==> src/rtl/alu_seq_pkg.sv <==
// alu_seq_pkg: shared types and constants for the ALU sequencer.
//   state_t   - sequencer FSM states
//   kind_t    - decoded instruction class
//   OPC_*     - major opcode values in instr[15:13]
//   ALU_*     - 2-bit ALUop codes driven to the ALU
//   VSEL_*    - write-back mux select codes
package alu_seq_pkg;

    localparam int INSTR_W  = 16;
    localparam int REGSEL_W = 3;

    typedef enum logic [2:0] {
        S_WAIT  = 3'd0,
        S_DEC   = 3'd1,
        S_GETA  = 3'd2,
        S_GETB  = 3'd3,
        S_OPER  = 3'd4,
        S_WRITE = 3'd5,
        S_WIMM  = 3'd6
    } state_t;

    typedef enum logic [2:0] {
        K_ILL  = 3'd0,
        K_MOVI = 3'd1,
        K_MOVR = 3'd2,
        K_ADD  = 3'd3,
        K_CMP  = 3'd4,
        K_AND  = 3'd5,
        K_MVN  = 3'd6
    } kind_t;

    localparam logic [2:0] OPC_MOV = 3'b110;
    localparam logic [2:0] OPC_ALU = 3'b101;

    localparam logic [1:0] ALU_ADD  = 2'b00;
    localparam logic [1:0] ALU_SUB  = 2'b01;
    localparam logic [1:0] ALU_AND  = 2'b10;
    localparam logic [1:0] ALU_NOTB = 2'b11;

    localparam logic [1:0] VSEL_C    = 2'b00;
    localparam logic [1:0] VSEL_IMM8 = 2'b10;

    function automatic logic [15:0] sext8(input logic [7:0] v);
        return {{8{v[7]}}, v};
    endfunction

endpackage

==> src/rtl/alu_seq_decode.sv <==
// alu_seq_decode: purely combinational decode of the latched instruction.
// Ports:
//   instr  in  16  latched instruction
//   kind   out     decoded instruction class (K_ILL for illegal encodings)
//   op     out  2  instr[12:11]
//   rn     out  3  instr[10:8]
//   rd     out  3  instr[7:5]
//   sh     out  2  instr[4:3]
//   rm     out  3  instr[2:0]
//   sximm8 out 16  sign-extended instr[7:0]
module alu_seq_decode
    import alu_seq_pkg::*;
(
    input  logic [15:0] instr,
    output kind_t       kind,
    output logic [1:0]  op,
    output logic [2:0]  rn,
    output logic [2:0]  rd,
    output logic [1:0]  sh,
    output logic [2:0]  rm,
    output logic [15:0] sximm8
);

    logic [2:0] opcode;

    assign opcode = instr[15:13];
    assign op     = instr[12:11];
    assign rn     = instr[10:8];
    assign rd     = instr[7:5];
    assign sh     = instr[4:3];
    assign rm     = instr[2:0];
    assign sximm8 = sext8(instr[7:0]);

    always_comb begin
        kind = K_ILL;
        case (opcode)
            OPC_MOV: begin
                if (op == 2'b10)
                    kind = K_MOVI;
                else if (op == 2'b00)
                    kind = K_MOVR;
            end
            OPC_ALU: begin
                case (op)
                    2'b00:   kind = K_ADD;
                    2'b01:   kind = K_CMP;
                    2'b10:   kind = K_AND;
                    default: kind = K_MVN;
                endcase
            end
            default: kind = K_ILL;
        endcase
    end

endmodule

==> src/rtl/alu_sequencer.sv <==
// alu_sequencer: multi-cycle control FSM for the 16-bit RISC datapath.
// Accepts one instruction per start/ready handshake, then sequences the
// register file, A/B/C/status loads and mux selects for that instruction.
// Ports:
//   clk, reset_n          clock, async active-low reset
//   instr, start, ready   instruction handshake (latched on start & ready)
//   done, err             last-cycle pulse / illegal-encoding pulse
//   readnum, writenum     register-file selects
//   write                 register-file write enable
//   loada/loadb/loadc/loads  datapath register loads
//   asel, bsel, vsel      datapath mux selects (bsel held 0)
//   shift, alu_op         shifter control and ALUop
//   sximm8                sign-extended immediate from the latched instr
// Optional build macro ALU_SEQ_PERF_EN adds instr_count[15:0] (wrapping
// count of done pulses) and err_count[7:0] (saturating count of err pulses).
//
// state   | meaning
// --------+-----------------------------------------------------------
// S_WAIT  | idle, ready = 1, latch instr on start
// S_DEC   | decode; err pulse and return here if illegal
// S_GETA  | read Rn into A
// S_GETB  | read Rm into B
// S_OPER  | run shifter/ALU into C (CMP: load status, finish)
// S_WRITE | write C back to Rd, finish
// S_WIMM  | write sximm8 to Rn, finish
module alu_sequencer
    import alu_seq_pkg::*;
#(
    parameter int INSTR_W  = alu_seq_pkg::INSTR_W,
    parameter int REGSEL_W = alu_seq_pkg::REGSEL_W
) (
    input  logic                clk,
    input  logic                reset_n,
    input  logic [INSTR_W-1:0]  instr,
    input  logic                start,
    output logic                ready,
    output logic                done,
    output logic                err,
    output logic [REGSEL_W-1:0] readnum,
    output logic [REGSEL_W-1:0] writenum,
    output logic                write,
    output logic                loada,
    output logic                loadb,
    output logic                loadc,
    output logic                loads,
    output logic                asel,
    output logic                bsel,
    output logic [1:0]          vsel,
    output logic [1:0]          shift,
    output logic [1:0]          alu_op,
    output logic [15:0]         sximm8
`ifdef ALU_SEQ_PERF_EN
    ,
    output logic [15:0]         instr_count,
    output logic [7:0]          err_count
`endif
);

    state_t             state;
    state_t             state_nxt;
    logic [INSTR_W-1:0] instr_q;

    kind_t      kind;
    logic [1:0] op;
    logic [2:0] rn;
    logic [2:0] rd;
    logic [1:0] sh;
    logic [2:0] rm;

    alu_seq_decode u_decode (
        .instr  (instr_q),
        .kind   (kind),
        .op     (op),
        .rn     (rn),
        .rd     (rd),
        .sh     (sh),
        .rm     (rm),
        .sximm8 (sximm8)
    );

    // Instruction latch: only the accepting edge updates it, so the
    // source may change instr freely while an instruction is in flight.
    always_ff @(posedge clk or negedge reset_n) begin
        if (!reset_n)
            instr_q <= '0;
        else if (state == S_WAIT && start)
            instr_q <= instr;
    end

    always_ff @(posedge clk or negedge reset_n) begin
        if (!reset_n)
            state <= S_WAIT;
        else
            state <= state_nxt;
    end

    always_comb begin
        state_nxt = state;
        case (state)
            S_WAIT: begin
                if (start)
                    state_nxt = S_DEC;
            end
            S_DEC: begin
                case (kind)
                    K_MOVI:                state_nxt = S_WIMM;
                    K_MOVR, K_MVN:         state_nxt = S_GETB;
                    K_ADD, K_CMP, K_AND:   state_nxt = S_GETA;
                    default:               state_nxt = S_WAIT;
                endcase
            end
            S_GETA:  state_nxt = S_GETB;
            S_GETB:  state_nxt = S_OPER;
            S_OPER:  state_nxt = (kind == K_CMP) ? S_WAIT : S_WRITE;
            S_WRITE: state_nxt = S_WAIT;
            S_WIMM:  state_nxt = S_WAIT;
            default: state_nxt = S_WAIT;
        endcase
    end

    always_comb begin
        ready    = 1'b0;
        done     = 1'b0;
        err      = 1'b0;
        readnum  = '0;
        writenum = '0;
        write    = 1'b0;
        loada    = 1'b0;
        loadb    = 1'b0;
        loadc    = 1'b0;
        loads    = 1'b0;
        asel     = 1'b0;
        vsel     = VSEL_C;
        shift    = 2'b00;
        alu_op   = ALU_ADD;
        case (state)
            S_WAIT: ready = 1'b1;
            S_DEC:  err   = (kind == K_ILL);
            S_GETA: begin
                readnum = rn;
                loada   = 1'b1;
            end
            S_GETB: begin
                readnum = rm;
                loadb   = 1'b1;
            end
            S_OPER: begin
                shift = sh;
                if (kind == K_CMP) begin
                    // CMP only updates status; C and the register file stay put.
                    alu_op = ALU_SUB;
                    loads  = 1'b1;
                    done   = 1'b1;
                end else if (kind == K_MOVR) begin
                    // A forced to 0 so ADD passes the shifted B straight through.
                    alu_op = ALU_ADD;
                    asel   = 1'b1;
                    loadc  = 1'b1;
                end else begin
                    alu_op = op;
                    loadc  = 1'b1;
                end
            end
            S_WRITE: begin
                writenum = rd;
                vsel     = VSEL_C;
                write    = 1'b1;
                done     = 1'b1;
            end
            S_WIMM: begin
                writenum = rn;
                vsel     = VSEL_IMM8;
                write    = 1'b1;
                done     = 1'b1;
            end
            default: ;
        endcase
    end

    assign bsel = 1'b0;

`ifdef ALU_SEQ_PERF_EN
    always_ff @(posedge clk or negedge reset_n) begin
        if (!reset_n) begin
            instr_count <= '0;
            err_count   <= '0;
        end else begin
            if (done)
                instr_count <= instr_count + 16'd1;
            if (err && err_count != 8'hFF)
                err_count <= err_count + 8'd1;
        end
    end
`endif

endmodule

==> config.mk <==
export PLATFORM = sky130hd
export DESIGN_NAME = alu_sequencer
export DESIGN_NICKNAME = d
export VERILOG_FILES = /design/src/rtl/alu_seq_pkg.sv /design/src/rtl/alu_seq_decode.sv /design/src/rtl/alu_sequencer.sv
export SDC_FILE = /design/constraint.sdc
export NUM_CORES = 1
export LEC_CHECK = 0
export CAP_MARGIN = 20
export CORE_UTILIZATION = 37
export CTS_CLUSTER_DIAMETER = 30
export DETAILED_ROUTE_END_ITERATION = 10
export HOLD_SLACK_MARGIN = 0.08
export PLACE_DENSITY_LB_ADDON = 0.3
export SLEW_MARGIN = 20
export SYNTH_ARGS = -nofsm -noshare
export SYNTH_HDL_FRONTEND = slang
export SYNTH_SLANG_ARGS = --single-unit
==> constraint.sdc <==
create_clock -name clk -period 1.4 [get_ports clk]
set_input_delay 0.14 -clock clk [delete_from_list [all_inputs] [get_ports clk]]
set_output_delay 0.14 -clock clk [all_outputs]
set_load 0.01 [all_outputs]
Word level (Yosys, flattened, before mapping):

Index checks and enable logic that the tools add are counted.
W data, S select, Z words.

* input port bits: 19
* word-level logic and storage cells: 54
* register bits after elaboration: 19
* output and inout bits: 38

* reduce and logical (&&, ||, !) cells: 7
* multiplexer cells: 28
* equality and inequality tests: 17

Operators with widths (number)
* $eq A3 B3 Y1 const B: 8
* $pmux W3 S2: 3
* $pmux W3 S3: 2
* $pmux W3 S5: 1
* $eq A3 B2 Y1 const B: 4
* $mux W1: 12
* $mux W2: 6
* $mux W3: 3
* $eq A3 B1 Y1 const B: 2
* $logic_not A3 Y1: 2
* $reduce_or A2 Y1: 2
* $reduce_or A3 Y1: 1
* $eq A2 B1 Y1 const B: 1
* $eq A2 B2 Y1 const B: 1
* $logic_not A2 Y1: 1
* $ne A2 B2 Y1 const B: 1
* $pmux W1 S2: 1
* $logic_and A1 B1 Y1: 1

Logic depth before layout (Yosys ltp):

* depth in word-level cells: 8
* depth in mapped cells: 6
* depth with buffers taken out: 6

Hierarchy:

A second synthesis with hierarchy kept.

* cells, all modules: 136
* area total of the unflattened synthesis: 1436.4 um^2

By module, submodules not included
* alu_sequencer: sequential area each 475.5 um^2, cells an instance 93, area an instance 1083.5 um^2, times used 1
* alu_seq_decode: sequential area each 0.0 um^2, cells an instance 43, area an instance 352.8 um^2, times used 1

Least setup slack after synthesis:

OpenSTA, ideal clock, no wires.

* kind: register to output
* start point: register instr_q[12]
* end point: output port done
* data required time: 1.260 ns
* buffers on the path: 0
* data arrival time: 1.484 ns
* stages on the path, launching flop included: 7
* path slack: -0.224 ns
* cells stage by stage: dfrtp_1 > inv_1 > ha_1 > nand4bb_1 > or3_4 > nor2_2 > or2_1

* cells in the longest elaborated chain, start to end: 7
* elaborated cells on any way between the ends: 10
* those cells by class: eq/ne: 3; mux: 6; reduce/logical: 1

Ends and longest elaborated chain
* start, declared: RTL line alu_sequencer.sv:61 `logic [INSTR_W-1:0] instr_q;`
* start signal, assigned: RTL line alu_sequencer.sv:87 `instr_q <= instr;`
* $logic_not A2 Y1: RTL line alu_seq_decode.sv:40, alu_seq_decode.sv:44
* $mux W2: RTL line alu_seq_decode.sv:40 `else if (op == 2'b00)`
* $mux W3: RTL line alu_seq_decode.sv:38 `if (op == 2'b10)`
* $pmux W3 S2 *: RTL line alu_seq_decode.sv:36 `case (opcode)`
* $eq A3 B3 Y1 *: RTL line alu_sequencer.sv:149 `if (kind == K_CMP) begin`
* $mux W1 *: RTL line alu_sequencer.sv:149
* $pmux W1 S2 *: RTL line alu_sequencer.sv:136 `case (state)`
* end, declared: RTL line alu_sequencer.sv:37 `output logic done,`

Mark *: on every way between the ends. The rest lies on a longest branch, timed or not.

Worst setup path in the final report:

* start point: register instr_q[11]
* end point: output port loadc

* cells in the longest elaborated chain, start to end: 7
* elaborated cells on any way between the ends: 10
* those cells by class: eq/ne: 3; mux: 6; reduce/logical: 1

Ends and longest elaborated chain
* $logic_not A2 Y1: RTL line alu_seq_decode.sv:40, alu_seq_decode.sv:44
* $mux W2: RTL line alu_seq_decode.sv:40
* $mux W3: RTL line alu_seq_decode.sv:38
* $pmux W3 S2 *: RTL line alu_seq_decode.sv:36
* $eq A3 B3 Y1 *: RTL line alu_sequencer.sv:149
* $mux W1 *: RTL line alu_sequencer.sv:149
* $mux W1 *: RTL line alu_sequencer.sv:136
* end, declared: RTL line alu_sequencer.sv:44 `output logic loadc,`

Marks and branches as above.

==> flow_metrics.env <==
export IMPL_status="complete, but fails checks"
export IMPL_violations="negative setup slack"
export IMPL_r2r_start="instr_q[11]"
export IMPL_path_max_fanout=4
export IMPL_synth_top_cell_by_area="dfrtp_1"
export IMPL_ys_seq_area_share_pct=38.3
export IMPL_cp_slowest_cell="or3_4"
export IMPL_cts_tree="done"
export IMPL_io_buffers=54
export IMPL_core_um2=3130
export IMPL_synth_warnings=0
export IMPL_p_per_area_nw_per_um2=1990
export IMPL_clock_tree_buffer_depth=2
export IMPL_io_pins=57
export IMPL_synth_compound_area_share_pct=13.5
export IMPL_grt_max_degree=20
export IMPL_grt_pass1_wl_um=6650
export IMPL_hp_class="in2async"
export IMPL_synth_xor_area_share_pct=1.41
export IMPL_cts_hold_buffers_added=0
export IMPL_finalHoldViolations=0
export IMPL_diodes=0
export IMPL_mostFrequentLayoutCells="buf_4 (37), buf_6 (30), clkdlybuf4s50_1 (19), dfrtp_1 (17), mux2_4 (12)"
export IMPL_globalplace_congestion=0.840
export IMPL_num_vias=1385
export IMPL_worst_slack_ns=-0.647
export IMPL_netlist_area_um2=1240
export IMPL_hpwl_um=2570
export IMPL_crit_type="reg2out"
export IMPL_synth_avg_cell_area_um2=9.84
export IMPL_placementRows=20
export IMPL_cp_top_family="simple AND/OR/NAND/NOR gates"
export IMPL_setup_viol=39
export IMPL_final_common_cell="buf_4"
export IMPL_ir_worst_vdd_uv=1180
export IMPL_synth_seq_cells=19
export IMPL_post_route_period_util_pct=146
export IMPL_die_x_um=59.9
export IMPL_wl_um=4660
export IMPL_syn_to_final_growth_pct=107
export IMPL_fmax_mhz=489
export IMPL_drt_iter0_markers=62
export IMPL_cts_buffers=3
export IMPL_cp_required_ns=1.26
export IMPL_preCtsSetupSlack_ns=-0.696
export IMPL_postRouteAntennaNets=0
export IMPL_slew_violations=0
export IMPL_end_kind="output pin"
export IMPL_wl_per_cell_um=17.1
export IMPL_leakage_nw=1.22
export IMPL_grtUsageTotal_pct=25.5
export IMPL_syn_inst=126
export IMPL_synthMuxAreaShare_pct=10.9
export IMPL_die_area_um2=3590
export IMPL_cp_cell_sequence="inv_2 -> ha_4 -> nand4bb_4 -> or3_4 -> buf_4 -> nand2_4 -> inv_2 -> buf_6"
export IMPL_whs_ns=0.160
export IMPL_cp_buffers_inverters=4
export IMPL_synth_fa_ha_area_share_pct=3.03
export IMPL_max_stage_delay_ns=0.42
export IMPL_first_global_vias=1375
export IMPL_clkTransAtPathRegs_ns=0.12
export IMPL_fp_dieH_um=59.9
export IMPL_synth_cell_types=37
export IMPL_finalNetCount=251
export IMPL_fin_area_um2=2570
export IMPL_synthSimpleGateAreaFrac_pct=17.1
export IMPL_clock_skew_ns=0.00985
export IMPL_overflow=0
export IMPL_cts_sinks=19
export IMPL_synth_top_family_by_area="simple AND/OR/NAND/NOR gates"
export IMPL_drive_gt1_share_pct=63.2
export IMPL_drc_errors=0
export IMPL_synth_top_area_share_pct=38.3
export IMPL_cts_root_buf="clkbuf_4"
export IMPL_dpl_cell_area_um2=2030
export IMPL_grt_antenna_before_repair=0
export IMPL_max_cap_violations=0
export IMPL_cts_max_level=1
export IMPL_grt_setup_unrepaired="true"
export IMPL_synth_area_leaders="dfrtp_1 (38%), buf_4 (12%), mux2_2 (11%)"
export IMPL_dr_pass1_iters=4
export IMPL_initial_utilization_pct=39.6
export IMPL_worst_path_most_repeated_cell="inv_2"
export IMPL_startpoint_type="flip-flop"
export IMPL_worstSetupStartpoint="instr_q[11]"
export IMPL_clk_latency_ns=0.30
export IMPL_worstPathArrival_ns=1.91
export IMPL_min_period_ns=2.05
export IMPL_viasPerCell=5.09
-- metal layers --
metal	vias up	GRT usage, %	part of all wire [%]
li1	623	-	-
met1	688	31.3	41
met2	64	46.0	52
met3	10	3.90	5.1
met4	0	6.98	1.8
met5	-	0	0
-- report_power, final --
group | internal, mW | switching, mW
Combinational | 2.18 | 1.55
Sequential | 0.812 | 0.305
Clock | 0.106 | 0.172
-- flip-flops by register name, indices dropped and copies added, names as in the netlist --
register  cells
instr_q      16
state         3
-- path summary, 6_finish.rpt --
| check | end | slack, ns | cells after the start |
|---|---|---|---|
| setup / recovery | loadc | -0.65 | 8 |
| hold / removal | instr_q[8] | 0.16 | 2 |
| setup reg to reg | state[0] | -0.47 | 8 |
| hold reg to reg | instr_q[4] | 0.55 | 1 |
| max in group asynchronous | state[0] | 1.03 | 2 |
| min in group clk | instr_q[11] | 0.40 | 3 |
-- final cells by class --
class                      count  area, µm²
timing repair buffer         119       1130
multi-input combinational     79        855
fill                         174        558
sequential                    19        478
tap                           44       55.1
inverter                       7       26.3
clock buffer                   3       22.5
clock inverter                 1       5.00
-- metrics by stage --
step	util, %	TNS [ns]	power [mW]	instances
2_1_floorplan	-	-1.15	2.70	127
3_3_place_gp	65.0	-8.80	3.69	235
3_5_place_dp	65.0	-9.99	3.77	235
4_1_cts	77.5	-14.30	4.77	262
5_1_grt	82.2	-16.97	5.39	272
6_report	82.2	-15.29	5.12	272
-- kinds of logic after synthesis --
kind of cell / after synthesis
buffers and inverters: 29
other: 1
xor gates and xnor gates: 2
AOI/OAI and AO/OA: 24
DFF: 19
muxes: 12
and+or+nand+nor: 36
adders and majority gates: 3
-- synth_stat cells --
library cell  number
buf_4             20
dfrtp_1           19
mux2_2            12
nand2_1            8
inv_1              7
nor2_1             6
o21ai_0            5
a21oi_1            4
nor3_1             4
a22o_1             3
a22oi_1            3
and2_1             3
ha_1               3
nand3b_1           3
a31oi_1            2
o21ai_2            2
xnor2_1            2
and2b_1            1
and3_1             1
and3b_2            1
buf_6              1
clkbuf_1           1
conb_1             1
nand2b_1           1
nand4bb_1          1
nor2_2             1
nor2b_1            1
nor3b_2            1
o2111ai_1          1
o211a_1            1
o22ai_1            1
o311ai_0           1
o32a_1             1
or2_1              1
or2b_1             1
or3_1              1
or3_4              1
-- worst register-to-register path, delay by kind of cell (launching register included) --
| family | cells | cell delay (ns) |
|---|---|---|
| adders and majority gates | 1 | 0.23 |
| and+or+nand+nor | 1 | 0.21 |
| DFF | 1 | 0.42 |
| AOI/OAI and AO/OA | 3 | 0.58 |
| buffers and inverters | 3 | 0.38 |
-- repair_timing --
| action | in CTS | in global routing |
|---|---|---|
| pin swaps | 22 | 23 |
| cloned | 1 | 0 |
| resized for setup | 149 | 32 |
| buffers inserted | 23 | 19 |
| endpoints found under the setup margin | 45 | 44 |
(Power assumes the default switching activity.)
==> RTL edit 1: new RTL, same flow settings <==
The option `ALU_SEQ_PERF_EN` is turned on by a define.
--- a/src/rtl/alu_sequencer.sv
+++ b/src/rtl/alu_sequencer.sv
@@ -23,6 +23,8 @@
 // S_OPER  | run shifter/ALU into C (CMP: load status, finish)
 // S_WRITE | write C back to Rd, finish
 // S_WIMM  | write sximm8 to Rn, finish
+`define ALU_SEQ_PERF_EN
+
 module alu_sequencer
     import alu_seq_pkg::*;
 #(
Check against the original RTL (old outputs only; new: err_count and instr_count): equivalent (Yosys induction, for registers that start in step).
==> RTL edit 1 against the original RTL <==
Routed wire length up 58%. Sequential cell count up 24. Area after synthesis up 86%. First-iteration DRC count up 9.7%. Power up 50%. Sequential power up 80%. Worst setup slack better by 37 ps. Cell area up 69%. Via count up 60%. The flow still finishes with violations (negative setup slack). Critical endpoint is now err_count[1]. Utilization down 9.3 points. Clock skew up 5.4 ps.
==> RTL edit 1: results (changes against the original RTL) <==
| Metric | Value |
|---|---|
| Slowest stage cell, crit path | dfrtp_2 |
| Clk cell area share | 1.960% (+0.89 points) |
| Fill cell count | 429 (+150%) |
| Total GRT Usage | 21.69% (-3.8 points) |
| Max VDD drop | 0.001181 V (+0.25%) |
| Inverters | 5 (-2) |
| Largest regs | instr_count: 16 flops, instr_q: 16 flops, err_count: 8 flops |
| Final worst setup slack | -610.2 ps (+36.59 ps) |
| Post-synth cell types | 41 (+11%) |
| Status | finished with violations |
| Metal3 WL | 339 um (+43%) |
| Seq_cells | 43 (+24) |
| Max stage delay on crit path | 450 ps (+30 ps) |
| Syn Inst Count | 213 (+69%) |
| Worst path top cell family by delay | flip-flops |
| Nonclk buf count | 180 (+51%) |
| Reg2reg path depth | 7 (-1) |
| Crit path kind | reg2reg |
| Violated checks | negative setup slack |
| Dpl ws | -656.2 ps (+39.61 ps) |
| Top post-synthesis cells by area | dfrtp_1 47%, mux2_2 7.3%, buf_4 5.8% |
| Die area | 6566 um^2 (+83%) |
| Port-buffer cells | 78 (+44%) |
| WL met2 | 3900 um (+61%) |
| # setup viols final | 63 (+62%) |
| Vias in the first global route | 2218 (+61%) |
| Worst Skew | 15.29 ps (+5.434 ps) |
| Setup crit end | err_count[1] |
| Post-DP HPWL | 4209 um (+64%) |
| Layout non-clock buf frac | 38.67% (-5.2 points) |
| Largest net degree at the start of global routing | 44 (+120%) |
| Global-route wire length before repair | 10700 um (+61%) |
| Crit Path Max Fanout | 6 (+2) |
==> RTL edit 1: changes by cell type in the layout (fill, tap and decap cells not counted), moves of 5 or more <==
| cell | delta |
|---|---|
| xnor2_1 | +11 |
| dlymetal6s2s_1 | +5 |
| clkbuf_8 | +5 |
| xor2_1 | +7 |
| nor2b_1 | +5 |
| and3_1 | +7 |
| dfrtp_1 | +25 |
| nand3_2 | +6 |
| dlygate4sd2_1 | +15 |
| buf_6 | +18 |
| buf_4 | +22 |
==> RTL edit 1: cells by family after synthesis <==
family,after synthesis,synth area share [%]
adder cells (fa/ha/maj),5,2.707
AND/OR/NAND/NOR,74,19.38
multiplexers,16,7.796
XOR/XNOR,22,8.338
other,1,0.1623
buffers and inverters,30,8.067
flip-flops,43,46.56
AO/OA/AOI/OAI,22,6.985
==> RTL edit 2: new RTL, config.mk and constraints unchanged <==
Made on the original files. Re-encode `state_t` (7 states) as one-hot, 7 bits wide.
--- a/src/rtl/alu_seq_pkg.sv
+++ b/src/rtl/alu_seq_pkg.sv
@@ -9,14 +9,14 @@
     localparam int INSTR_W  = 16;
     localparam int REGSEL_W = 3;
 
-    typedef enum logic [2:0] {
-        S_WAIT  = 3'd0,
-        S_DEC   = 3'd1,
-        S_GETA  = 3'd2,
-        S_GETB  = 3'd3,
-        S_OPER  = 3'd4,
-        S_WRITE = 3'd5,
-        S_WIMM  = 3'd6
+    typedef enum logic [6:0] {
+        S_WAIT  = 7'b0000001,
+        S_DEC   = 7'b0000010,
+        S_GETA  = 7'b0000100,
+        S_GETB  = 7'b0001000,
+        S_OPER  = 7'b0010000,
+        S_WRITE = 7'b0100000,
+        S_WIMM  = 7'b1000000
     } state_t;
 
     typedef enum logic [2:0] {
Behaviour: no difference found for any inputs over 10 cycles, from zero or initial values and one cycle with reset_n low; not proved beyond that.
==> RTL edit 2 against the original RTL <==
The flow still finishes with violations (negative setup slack). Power increased by 2.1%. Worst setup slack worse by 37 ps. Clock power rose by 66%. Critical path depth shrank 1. First-iteration DRC count down 45%. Cell area grew 14%. Sequential cell count is 4 higher. Routed wire length is 11% higher. Area after synthesis is 17% higher.
==> RTL edit 2: results (changes against the original RTL) <==
| Metric | Value |
|---|---|
| Status | finished with violations |
| Final worst setup slack | -683.4 ps (-36.61 ps) |
| Worst-Skew Late Latency | 280 ps (-20 ps) |
| Post-DP HPWL | 2858 um (+11%) |
| Mux cell area share after synthesis | 15.42% (+4.5 points) |
| Combinational power share | 68.3% (-4.5 points) |
| N_diodes | 0 (unchanged) |
| Internal cell power | 3.145 mW (+1.6%) |
| Top post-synthesis cells by area | dfrtp_1 38%, buf_4 9.3%, mux2_4 9.3% |
| Layout Nets | 282 (+12%) |
| Adder-Cell Fraction of Synth Area | 2.584% (-0.44 points) |
| LEAKAGE | 1.360 nW (+11%) |
| Port-buffer cells | 54 (unchanged) |
| Largest net degree at the start of global routing | 24 (+20%) |
| Worst endpoint data arrival time | 1940 ps (+30 ps) |
| Fill cell count | 215 (+24%) |
| Detailed Routing Iterations Pass 1 | 4 (unchanged) |
| Post-synth cell types | 38 (+2.7%) |
| Die area | 4181 um^2 (+17%) |
| Worst hold margin | 209.4 ps (+49.11 ps) |
| TritonCTS Buffers | 3 (unchanged) |
| # H-tree levels | 1 (unchanged) |
| RR Startpoint | state[3] |
| Sequential share of the synthesized area | 39.71% (+1.4 points) |
| Violated checks | negative setup slack |
| Synth cell count leaders | 22 x dfrtp_1, 21 x nor2_1, 18 x buf_4 |
| Clock slew at reported path FFs | 90 ps (-30 ps) |
| Xor and xnor area share after synthesis | 0.6029% (-0.81 points) |
| Worst Skew | 4.267 ps (-5.584 ps) |
| Vias in the first global route | 1604 (+17%) |
| Via Count | 1511 (+9.1%) |
| Yosys warnings | 0 (unchanged) |
| Worst reg2reg setup slack | -450 ps (+20 ps) |
| Total GRT Usage | 25.23% (-0.29 points) |
| Synth Area in Compound Gates | 8.958% (-4.6 points) |
| Routed wire length | 5179 um (+11%) |
| Max VDD drop | 0.0009155 V (-22%) |
| Layout cells sized above 1 | 66.02% (+2.9 points) |
| Gpl congestion | 0.7888 (-6.1%) |
| Post-synth ARST share | 100.0% (unchanged) |
| Global-route wire length before repair | 7755 um (+17%) |
| Starting DRT DRC Count | 34 (-45%) |
| Root buf cell | clkbuf_8 |
| Reg2reg end | instr_q[1] |
| Reg2reg path depth | 8 (unchanged) |
| # setup viols final | 42 (+7.7%) |
| Worst Hold Class | in2async |
| Rel. slew slack | 55.57% |
| Initial antenna violation count | 0 (unchanged) |
| Max clock buf depth | 2 (unchanged) |
| Largest regs | instr_q: 16 flops, state: 7 flops |
## RTL edit 2: changes by cell type after synthesis, sizes merged, moves of 2 or more
| cell | unedited run | this run |
|---|---|---|
| a31oi | 2 | 0 |
| mux2 | 12 | 16 |
| nor2b | 1 | 3 |
| nor4b | 0 | 3 |
| buf | 21 | 19 |
| a21oi | 4 | 2 |
| nand3b | 3 | 1 |
| and2 | 3 | 1 |
| nor2 | 7 | 21 |
| dfrtp | 19 | 22 |
| nand2 | 8 | 6 |
## RTL edit 2: timing repair
action / 4_1_cts / 5_1_grt
endpoints found under the setup margin: 51 / 48
pin swaps: 24 / 17
buffers inserted: 26 / 16
resized for setup: 150 / 28
cloned: 2 / 0
## RTL edit 2: layout make-up
cell class	count	share of cell area (%)
clock buffer	3	1.413
multi-input combinational	95	35.29
inverter	6	0.9422
sequential	23	19.79
clock inverter	1	0.2570
tap	48	2.056
timing repair buffer	131	40.26
## RTL edit 2: per-layer routing
metal | GRT usage, % | part of all wire, % | up-vias
li1 | - | - | 711
met1 | 27.24 | 38 | 741
met2 | 48.16 | 56 | 45
met3 | 4.049 | 3.0 | 14
met4 | 10.28 | 3.1 | 0
met5 | 0 | 0 | -
## RTL edit 2: through the flow
step                utilization [%]  TNS [ps]  setup slack [ps]  cell area [um^2]  instances
finish                        78.62    -17110            -683.4              2922        307
global placement              62.22    -17000            -690.3              2312        261
global route                  78.62    -20120            -759.2              2922        307
CTS                           72.79    -15420            -678.2              2705        293
detailed placement            62.22    -18540            -787.7              2312        261
floorplan                         -     -5742            -330.1              1594        142
## RTL edit 2: worst max-delay path by stage
stage / cells past startpoint / slack (ps) / from / to
floorplan: 6 / -330 / state[2] / instr_q[10]
global placement: 8 / -690 / instr_q[11] / alu_op[0]
detailed placement: 8 / -790 / instr_q[11] / alu_op[0]
CTS: 7 / -680 / instr_q[12] / alu_op[0]
global route: 7 / -760 / instr_q[12] / alu_op[0]
finish: 7 / -680 / instr_q[11] / alu_op[0]
## RTL edit 2: kinds of logic (layout without fill, tap and decap cells)
kind of cell    after synthesis  after routing
xor+xnor                      1              1
compound gates               20             20
buf+inv                      26            141
simple gates                 50             52
mux                          17             17
flops                        23             23
fa+ha+maj                     3              3
other cells                   1              2
## RTL edit 2: power groups by stage
stage          Sequential (mW)  Combinational (mW)  Clock [mW]
2_1_floorplan             1.18                1.69           0
3_3_place_gp              1.16                2.56           0
3_5_place_dp              1.17                2.62           0
4_1_cts                   1.19                3.17       0.463
5_1_grt                   1.23                3.77       0.508
6_report                  1.20                3.57       0.462
## RTL edit 2: critical path, cell delays in order, from the launching register on
cell	delay (ps)
dfrtp_1	400
inv_4	80
ha_4	290
nand4bb_1	140
or3_4	420
buf_6	130
o31ai_4	40
buf_2	160
